--- config.mk ---
export PLATFORM = sky130hd
export DESIGN_NAME = dmni_rx_buffer
export DESIGN_NICKNAME = d
export VERILOG_FILES = /design/src/rtl/dmni_rx_buffer_pkg.sv /design/src/rtl/dmni_rx_buffer_fifo.sv /design/src/rtl/dmni_rx_buffer.sv
export SDC_FILE = /design/constraint.sdc
export NUM_CORES = 1
export LEC_CHECK = 0
export BUFFER_PORTS_ARGS = -buffer_cell sky130_fd_sc_hd__buf_2
export CAP_MARGIN = 20
export CORE_AREA = 2 2 267 269
export CTS_CLUSTER_SIZE = 24
export DETAILED_ROUTE_END_ITERATION = 10
export DIE_AREA = 0 0 269 271
export PLACE_DENSITY = 0.75
export SLEW_MARGIN = 10
export SYNTH_ARGS = -nofsm -noshare
export SYNTH_HDL_FRONTEND = slang
export SYNTH_SLANG_ARGS = --single-unit
export TNS_END_PERCENT = 10
--- constraint.sdc ---
create_clock -name clk_i -period 7.8 [get_ports clk_i]
set_input_delay 0.39 -clock clk_i [delete_from_list [all_inputs] [get_ports clk_i]]
set_output_delay 0.39 -clock clk_i [all_outputs]
set_load 0.1 [all_outputs]
--- src/rtl/dmni_rx_buffer_pkg.sv ---
// Shared definitions for the DMNI receive front-end: arbiter state encoding
// and the channel-index width helper used to size channel_o.
package DMNIPkg;

    typedef enum logic {
        RX_IDLE   = 1'b0,
        RX_LOCKED = 1'b1
    } rx_arb_state_t;

    // A single channel still needs a 1-bit index so channel_o never collapses to zero width.
    function automatic int ch_idx_width(input int n_channels);
        return (n_channels > 1) ? $clog2(n_channels) : 1;
    endfunction

endpackage

--- src/rtl/dmni_rx_buffer_fifo.sv ---
// Generic synchronous FIFO (rx_channel_fifo) used for per-channel flit and
// timestamp storage; pointers carry one extra wrap bit to tell full from empty.
module rx_channel_fifo #(
    parameter int DATA_SIZE = 33,
    parameter int DEPTH     = 16
) (
    input  logic                 clk_i,
    input  logic                 rst_i,
    input  logic                 push_i,
    input  logic [DATA_SIZE-1:0] data_i,
    input  logic                 pop_i,
    output logic [DATA_SIZE-1:0] data_o,
    output logic                 full_o,
    output logic                 empty_o
);

    localparam int AW = $clog2(DEPTH);

    logic [AW:0]          wr_ptr_q, wr_ptr_d;
    logic [AW:0]          rd_ptr_q, rd_ptr_d;
    logic [DATA_SIZE-1:0] mem_q [DEPTH];
    logic                 do_push;
    logic                 do_pop;

    assign full_o  = (wr_ptr_q[AW] != rd_ptr_q[AW]) &&
                     (wr_ptr_q[AW-1:0] == rd_ptr_q[AW-1:0]);
    assign empty_o = (wr_ptr_q == rd_ptr_q);

    assign do_push = push_i && !full_o;
    assign do_pop  = pop_i && !empty_o;

    assign data_o  = mem_q[rd_ptr_q[AW-1:0]];

    always_comb begin
        wr_ptr_d = wr_ptr_q + {{AW{1'b0}}, do_push};
        rd_ptr_d = rd_ptr_q + {{AW{1'b0}}, do_pop};
    end

    always_ff @(posedge clk_i) begin
        if (rst_i) begin
            wr_ptr_q <= '0;
            rd_ptr_q <= '0;
        end else begin
            wr_ptr_q <= wr_ptr_d;
            rd_ptr_q <= rd_ptr_d;
        end
    end

    // Storage is left unreset; the pointers alone define what is valid.
    always_ff @(posedge clk_i) begin
        if (do_push) begin
            mem_q[wr_ptr_q[AW-1:0]] <= data_i;
        end
    end

endmodule

--- src/rtl/dmni_rx_buffer.sv ---
// Multi-channel Hermes receive buffer with packet-atomic round-robin merge onto
// one DMA stream. Define DMNI_RX_TIMESTAMP_EN to build per-channel timestamp FIFOs.
module dmni_rx_buffer
    import DMNIPkg::*;
#(
    parameter int N_CHANNELS  = 2,
    parameter int FLIT_SIZE   = 32,
    parameter int BUFFER_SIZE = 16,
    parameter int TS_DEPTH    = ((BUFFER_SIZE / 4) > 2) ? (BUFFER_SIZE / 4) : 2,
    parameter int TS_WIDTH    = 32
) (
    input  logic                                   clk_i,
    input  logic                                   rst_i,
    input  logic [TS_WIDTH-1:0]                    tick_counter_i,
    input  logic [N_CHANNELS-1:0]                  rx_i,
    input  logic [N_CHANNELS-1:0]                  eop_i,
    output logic [N_CHANNELS-1:0]                  credit_o,
    input  logic [N_CHANNELS*FLIT_SIZE-1:0]        data_i,
    output logic                                   tx_o,
    output logic                                   eop_o,
    input  logic                                   ack_i,
    output logic [FLIT_SIZE-1:0]                   data_o,
    output logic [ch_idx_width(N_CHANNELS)-1:0]    channel_o,
    output logic [TS_WIDTH-1:0]                    timestamp_o,
    output logic                                   pkt_done_o
);

    localparam int CW = ch_idx_width(N_CHANNELS);

    logic [N_CHANNELS-1:0] flit_full;
    logic [N_CHANNELS-1:0] flit_empty;
    logic [N_CHANNELS-1:0] ts_full;
    logic [N_CHANNELS-1:0] push;
    logic [N_CHANNELS-1:0] flit_pop;
    logic [FLIT_SIZE:0]    flit_head [N_CHANNELS];

    rx_arb_state_t state_q, state_d;
    logic [CW-1:0] grant_q, grant_d;
    logic [CW-1:0] last_grant_q, last_grant_d;
    logic [CW-1:0] pick;
    logic          found;
    logic          out_pop;
    logic          out_eop;

    // Credit is a pure function of storage state and reset, never of rx_i/eop_i.
    assign credit_o = ~flit_full & ~ts_full & {N_CHANNELS{~rst_i}};

    for (genvar c = 0; c < N_CHANNELS; c++) begin : g_flit
        assign push[c]     = rx_i[c] && credit_o[c];
        assign flit_pop[c] = out_pop && (grant_q == CW'(c));

        rx_channel_fifo #(
            .DATA_SIZE (FLIT_SIZE + 1),
            .DEPTH     (BUFFER_SIZE)
        ) u_flit_fifo (
            .clk_i   (clk_i),
            .rst_i   (rst_i),
            .push_i  (push[c]),
            .data_i  ({eop_i[c], data_i[c*FLIT_SIZE +: FLIT_SIZE]}),
            .pop_i   (flit_pop[c]),
            .data_o  (flit_head[c]),
            .full_o  (flit_full[c]),
            .empty_o (flit_empty[c])
        );
    end

`ifdef DMNI_RX_TIMESTAMP_EN
    logic [TS_WIDTH-1:0]   ts_head [N_CHANNELS];
    logic [N_CHANNELS-1:0] ts_empty_unused;

    for (genvar c = 0; c < N_CHANNELS; c++) begin : g_ts
        rx_channel_fifo #(
            .DATA_SIZE (TS_WIDTH),
            .DEPTH     (TS_DEPTH)
        ) u_ts_fifo (
            .clk_i   (clk_i),
            .rst_i   (rst_i),
            .push_i  (push[c] && eop_i[c]),
            .data_i  (tick_counter_i),
            .pop_i   (pkt_done_o && (grant_q == CW'(c))),
            .data_o  (ts_head[c]),
            .full_o  (ts_full[c]),
            .empty_o (ts_empty_unused[c])
        );
    end

    assign timestamp_o = ts_head[grant_q];
`else
    logic unused_tick;

    assign ts_full     = '0;
    assign timestamp_o = '0;
    assign unused_tick = ^tick_counter_i;
`endif

    assign out_eop    = flit_head[grant_q][FLIT_SIZE];
    assign data_o     = flit_head[grant_q][FLIT_SIZE-1:0];
    assign eop_o      = out_eop;
    assign tx_o       = (state_q == RX_LOCKED) && !flit_empty[grant_q];
    assign out_pop    = tx_o && ack_i;
    assign pkt_done_o = out_pop && out_eop;
    assign channel_o  = grant_q;

    always_comb begin
        state_d      = state_q;
        grant_d      = grant_q;
        last_grant_d = last_grant_q;
        pick         = grant_q;
        found        = 1'b0;

        // Round-robin: channels above last_grant first, then wrap from channel 0.
        for (int i = 0; i < N_CHANNELS; i++) begin
            if (!found && (CW'(i) > last_grant_q) && !flit_empty[i]) begin
                found = 1'b1;
                pick  = CW'(i);
            end
        end
        for (int i = 0; i < N_CHANNELS; i++) begin
            if (!found && !flit_empty[i]) begin
                found = 1'b1;
                pick  = CW'(i);
            end
        end

        case (state_q)
            RX_IDLE: begin
                if (found) begin
                    grant_d      = pick;
                    last_grant_d = pick;
                    state_d      = RX_LOCKED;
                end
            end
            RX_LOCKED: begin
                // Stay locked through starvation so packets never interleave.
                if (out_pop && out_eop) begin
                    state_d = RX_IDLE;
                end
            end
            default: state_d = RX_IDLE;
        endcase
    end

    always_ff @(posedge clk_i) begin
        if (rst_i) begin
            state_q      <= RX_IDLE;
            grant_q      <= '0;
            last_grant_q <= CW'(N_CHANNELS - 1);
        end else begin
            state_q      <= state_d;
            grant_q      <= grant_d;
            last_grant_q <= last_grant_d;
        end
    end

endmodule

==> results.toml, run 1 <==
[status]
status = "complete, no violations"

[cts]
post-cts-setup-buffer-count = 0
cts_sinks = 1079
cts_hold_buf = 0
cts_buffer_depth = 3
clkTransAtPathRegs_ps = 70
cts-root-buf = "clkbuf_16"
tritoncts = "done"
cts_buffers = 102
clock_latency_ps = 660
cts_htree_levels = 3
ctsResizeCount = 0

[finish]
syn_to_final_growth_pct = 12.0
nNetsFinal = 1990
drive_gt1_share_pct = 35.7

[global_routing]
grt-ovfl-total = 0
grt_max_degree = 106
antenna_found_initial = 12
grt_pass1_wl_mm = 130
grt_usage_pct = 25.4
grt_pass1_vias = 19500

[setup_path]
crit_buf_inv = 2
crit_end = "data_o[18]"
critPathSlowestCell = "dfxtp_4"
slowest_delay_ps = 1000
crit_family = "multiplexers"
reg2reg_from = "g_flit[0].u_flit_fifo.rd_ptr_q[1]"
cpMostUsedCell = "mux4_2"
critical_path_depth = 5
reg2reg_slack_ps = 4080
critPathCaptureType = "primary output"
worstPathRequired_ps = 7410
worstPathCellList = "buf_4 > mux4_2 > mux4_2 > mux2_2 > buf_2"
crit_arrival_ps = 4360
startpoint_type = "register"
cp_max_fo = 70
critPathKind = "register to primary output"
worstRegToRegCells = 6
cp-startpoint = "g_flit[0].u_flit_fifo.rd_ptr_q[1]"
r2r_end = "g_flit[0].u_flit_fifo.mem_q[12][10]"

[timing]
fmaxAchievable_ghz = 0.211
setup_tns_ps = 0
max_slew_margin_pct = 28.8
worstMarginPinSlew_ps = 1070
skew_ps = 24.5
rsz0062_at_grt = "no"
hold_violations = 0
finalSetupViolations = 0
finalCritPeriodShare_pct = 60.9
slew_viol_final = 0
period_minus_slack_ps = 4750

[synthesis]
ys_types = 40
synthMuxAreaShare_pct = 18.6
synth_seq_cells = 1079
yosysMostFrequentCell = "edfxtp_1"
ys_seq_area_share_pct = 77.4
synthArstFlopShare_pct = 0
synthAdderAreaFrac_pct = 0.241
synth_top_family_by_area = "multiplexers"
synth_area_sq_um = 41600
yosys.area.top_type = "edfxtp_1"
ys_warn_count = 0
netlist_top_cells_area = "edfxtp_1 76%, mux4_2 18%, dfxtp_1 1.1%"
synthFlopType = "edfxtp_1"
avgSynthCellArea_sq_um = 24.3
netlist.area_leader.share_pct = 76.3
synth_common_cells = "1056 x edfxtp_1, 326 x mux4_2, 43 x clkbuf_1, 42 x nor2_1, 33 x buf_4"
synth_xor_area_share_pct = 0.485
synth-edff-count = 1056
syn-instance-count = 1712
synth-simple-area-share_pct = 1.20
synth-compound-area-share_pct = 0.253

[pwr]
leakagePower_nw = 14.2
p_per_area_nw_per_um2 = 254
max-vdd-ir-drop_mv = 0.171
p_total_w = 0.0118

[floorplan]
io_pins = 173
row_count = 97
core_area_sq_um = 69800
initial_utilization_pct = 59.5
fp.dieW_um = 269
die_area_sq_um = 72900
die_h_um = 271

[drt]
vias_per_cell = 6.44
via_count = 18800
first_pass_iters = 5
totalWireLength_mm = 89.5
drcViolationCount = 0
drtIter0Drc = 2479
wl_per_cell_um = 30.8
detail-route-antenna-nets = 0

[min_path]
hp-start = "data_i[17]"
hp-class = "primary input to register"

[flow_run]
cap_violations = 0

[place]
place_congestion = 0.731
dp_hpwl_mm = 45.8
port_buffers = 108
[how the worst min path moves through the flow]
stage	end	slack, ps	cells after the start
floorplan	g_flit[0].u_flit_fifo.wr_ptr_q[0]	460	1
global placement	last_grant_q	480	1
detailed placement	last_grant_q	520	1
CTS	g_flit[0].u_flit_fifo.mem_q[9][17]	70	1
global route	g_flit[1].u_flit_fifo.mem_q[0][32]	90	1
finish	g_flit[0].u_flit_fifo.mem_q[9][17]	100	1
[flip-flops by register name (all words and copies together), names as in the netlist]
register and cells:
last_grant_q 1, g_flit.u_flit_fifo.rd_ptr_q 10, g_flit.u_flit_fifo.wr_ptr_q 10, channel_o 1, g_flit.u_flit_fifo.mem_q 1056, state_q 1
[per-stage QoR]
step / instances / cell area (sq um) / hold slack, ps / setup slack, ps / util, %
after floorplan: 1743 / 41700 / 462 / 2860 / -
after global placement: 2715 / 43300 / 482 / 3760 / 62.0
after detailed placement: 2715 / 43300 / 518 / 3750 / 62.0
after CTS: 2905 / 46500 / 71.9 / 3000 / 66.7
after global routing: 2908 / 46600 / 92.6 / 2950 / 66.7
final: 2910 / 46600 / 99.8 / 3050 / 66.7
[report_power, final]
group / total (W) / internal (W) / switching (W) / leakage [nW]
registers: 0.00641 / 0.00639 / 0.0000187 / 9.70
logic: 0.000579 / 0.000138 / 0.000441 / 2.94
clock network: 0.00483 / 0.00275 / 0.00208 / 1.59
[layout by cell type (no fill, tap or decap), types with 5 or more instances in the layout]
cell	count
clkinv_1	20
buf_4	42
mux2_2	32
clkinvlp_4	7
clkinv_2	20
xnor2_1	10
bufinv_16	7
clkbuf_1	22
nor2_4	24
ha_1	8
clkbuf_16	106
diode_2	5
nor2_1	18
nand2_1	6
conb_1	32
nor2b_1	9
nand3b_1	6
edfxtp_1	1056
mux4_2	326
xor2_1	13
dfxtp_1	15
buf_2	108
nand3_1	11
[layout make-up]
cell class                 count  area (sq um)
timing repair buffer         152           896
inverter                       4          15.0
clock inverter                58           480
tap                          940          1180
fill                        4232         23200
clock buffer                 132          2790
multi-input combinational    540          8990
sequential                  1079         32200
antenna                        5          12.5
[layer usage]
metal / vias to the layer above / share of wire (%) / track usage (%)
met1: 9951 / 39 / 36.8
met5: - / 0.068 / 0
met2: 1019 / 49 / 39.3
met3: 160 / 9.6 / 5.08
met4: 10 / 3.0 / 8.92
li1: 7614 / - / -
[logic make-up after synthesis]
family / after synthesis
flip-flops: 1079
adder cells (fa/ha/maj): 8
other: 1
buffers and inverters: 124
AND/OR/NAND/NOR: 100
multiplexers: 362
AO/OA/AOI/OAI: 15
XOR/XNOR: 23
(Power assumes the default switching activity.)
==> inputs of run 2 (changes only) <==
ABC_AREA = 1   (was default)
CORE_AREA = 2 2 271 273   (was 2 2 267 269)
DIE_AREA = 0 0 273 275   (was 0 0 269 271)
clock period = 4.7 ns   (was 7.8 ns; I/O delays follow)
==> run 2 against run 1 <==
Against the previous run: clock-buffer cell count decreased by 10; cell count increased by 54%; non-clock buffer count increased by 87; clock power increased by 76%; wire length increased by 18%; critical path depth increased by 4; area after synthesis increased by 3.3%; register-to-register slack got worse by 3000 ps; via count increased by 47%; sequential share of layout area decreased by 2.9 points; sequential power increased by 65%; combinational power increased by 110%; critical path type unchanged; largest cell class unchanged; largest power group unchanged.
==> results.toml, run 2 <==
[pwr]
leakagePower_nw = 16.2
max-vdd-ir-drop_mv = 0.381
p_total_w = 0.0204
p_per_area_nw_per_um2 = 420

[setup_path]
critPathCaptureType = "primary output"
critPathKind = "register to primary output"
worstPathRequired_ps = 4470
crit_arrival_ps = 3950
cp_max_fo = 187
startpoint_type = "register"

[drt]
via_count = 27600
top_layer = "met5"
vias_per_cell = 6.18
detail-route-antenna-nets = 0
wl_met2_mm = 53.3
wl_met1_mm = 39.8
totalWireLength_mm = 106
drcViolationCount = 0
drtIter0Drc = 3320
met3_length_mm = 9.03
wl_per_cell_um = 23.7
first_pass_iters = 6

[status]
status = "complete, no violations"

[place]
port_buffers = 108
place_congestion = 0.808
dp_hpwl_mm = 57.4
placed_cell_area_sq_um = 44400
dp_slack_ps = 1100

[timing]
rsz0062_at_grt = "no"
setup_slack_ps = 519
skew_ps = 30.4
slew_viol_final = 0
period_minus_slack_ps = 4180
fin_hold_ws_ps = 168
worstMarginPinSlew_ps = 1130
hold_violations = 0
finalCritPeriodShare_pct = 89.0
setup_tns_ps = 0
fmaxAchievable_ghz = 0.239
finalSetupViolations = 0
max_slew_margin_pct = 24.3

[synthesis]
netlist_top_cells_area = "edfxtp_1 74%, o21ai_0 5.9%, nor2_1 5.8%"
synthFlopType = "edfxtp_1"
synth_common_cells = "1056 x edfxtp_1, 665 x nor2_1, 510 x o21ai_0, 213 x nand2_1, 128 x o22ai_1"
avgSynthCellArea_sq_um = 13.0
ys_seq_area_share_pct = 75.0
synth_seq_cells = 1079
ys_warn_count = 0
yosys.area.top_type = "edfxtp_1"
ys_types = 32
synth-edff-count = 1056
yosysMostFrequentCell = "edfxtp_1"
syn-instance-count = 3297
synth_area_sq_um = 42900
synthArstFlopShare_pct = 0
netlist.area_leader.share_pct = 73.9

[floorplan]
core_area_sq_um = 72300
fp.dieW_um = 273
initial_utilization_pct = 59.3
io_pins = 173
row_count = 99
die_area_sq_um = 75100
die_h_um = 275

[global_routing]
grt_pass1_wl_mm = 157
grt_pass1_vias = 26900
grt_usage_pct = 27.9
grt-ovfl-total = 0
grt_max_degree = 199
antenna_found_initial = 6

[cts]
cts-root-buf = "clkbuf_16"
cts_buffers = 104
cts_htree_levels = 3
ctsResizeCount = 0
tritoncts = "done"
cts_buffer_depth = 3
clock_latency_ps = 670
clkTransAtPathRegs_ps = 60
cts_sinks = 1079

[flow_run]
cap_violations = 0

[finish]
nNetsFinal = 3534
final_common_cell = "edfxtp_1"
design_area_sq_um = 48600
syn_to_final_growth_pct = 13.2
layout_common_cells = "1056 x edfxtp_1, 632 x nor2_1, 510 x o21ai_0, 213 x nand2_1, 128 x o22ai_1"
largest_reg_flops = 1056
drive_gt1_share_pct = 11.3

[min_path]
hp-class = "primary input to register"
-- run 2: what timing repair did --
action | CTS | global route
setup buffers | 0 | 0
hold endpoints to repair | 1074 | 0
hold buffers | 67 | 0
endpoints found under the setup margin | 0 | 0
-- run 2: layout make-up --
type	instances	area (sq um)
clock inverter	70	747
fill	4825	23800
multi-input combinational	1917	9450
inverter	82	318
timing repair buffer	239	1900
tap	959	1200
clock buffer	122	2740
antenna	1	2.50
sequential	1079	32200
-- run 2: logic make-up (layout without fill, tap and decap cells) --
family / after synthesis / in the layout / synth area share (%)
adder cells (fa/ha/maj): 8 / 8 / 0.233
flip-flops: 1079 / 1079 / 75.0
buffers and inverters: 332 / 513 / 3.85
other: 1 / 33 / 0.00874
AND/OR/NAND/NOR: 1018 / 1018 / 9.50
XOR/XNOR: 12 / 12 / 0.245
AO/OA/AOI/OAI: 847 / 847 / 11.2
-- run 2: routing by layer --
metal / global-route usage, % / vias to the layer above
met1: 36.3 / 13600
met5: 0 / -
li1: - / 12300
met4: 11.2 / 10
met3: 4.08 / 258
met2: 47.6 / 1442
-- run 2: final timing paths --
check	startpoint	endpoint	slack [ps]	cells past startpoint
hold reg to reg	last_grant_q	last_grant_q	500	2
hold / removal	ack_i	state_q	170	6
setup reg to reg	g_flit[1].u_flit_fifo.rd_ptr_q[0]	g_flit[1].u_flit_fifo.mem_q[13][16]	1090	10
setup / recovery	g_flit[1].u_flit_fifo.rd_ptr_q[0]	data_o[3]	520	9
-- run 2: worst max-delay path, cell delays in order (launching register included) --
cell and delay [ps]:
dfxtp_4 490, inv_6 490, buf_12 580, o21ai_0 180
o221ai_1 240, nand3_1 110, nand3_1 280, o21ai_1 180
inv_1 110, buf_2 430
-- run 2: power by group --
group | switching, W | internal (W)
combinational | 0.00101 | 0.000227
clock | 0.00355 | 0.00496
sequential | 0.0000186 | 0.0106
-- run 2: through the flow --
stage / utilization [%] / instances
6_report: 67.1 / 4469
5_1_grt: 67.1 / 4468
4_1_cts: 67.1 / 4468
3_5_place_dp: 61.4 / 4209
3_3_place_gp: 61.4 / 4209
2_1_floorplan: - / 3328
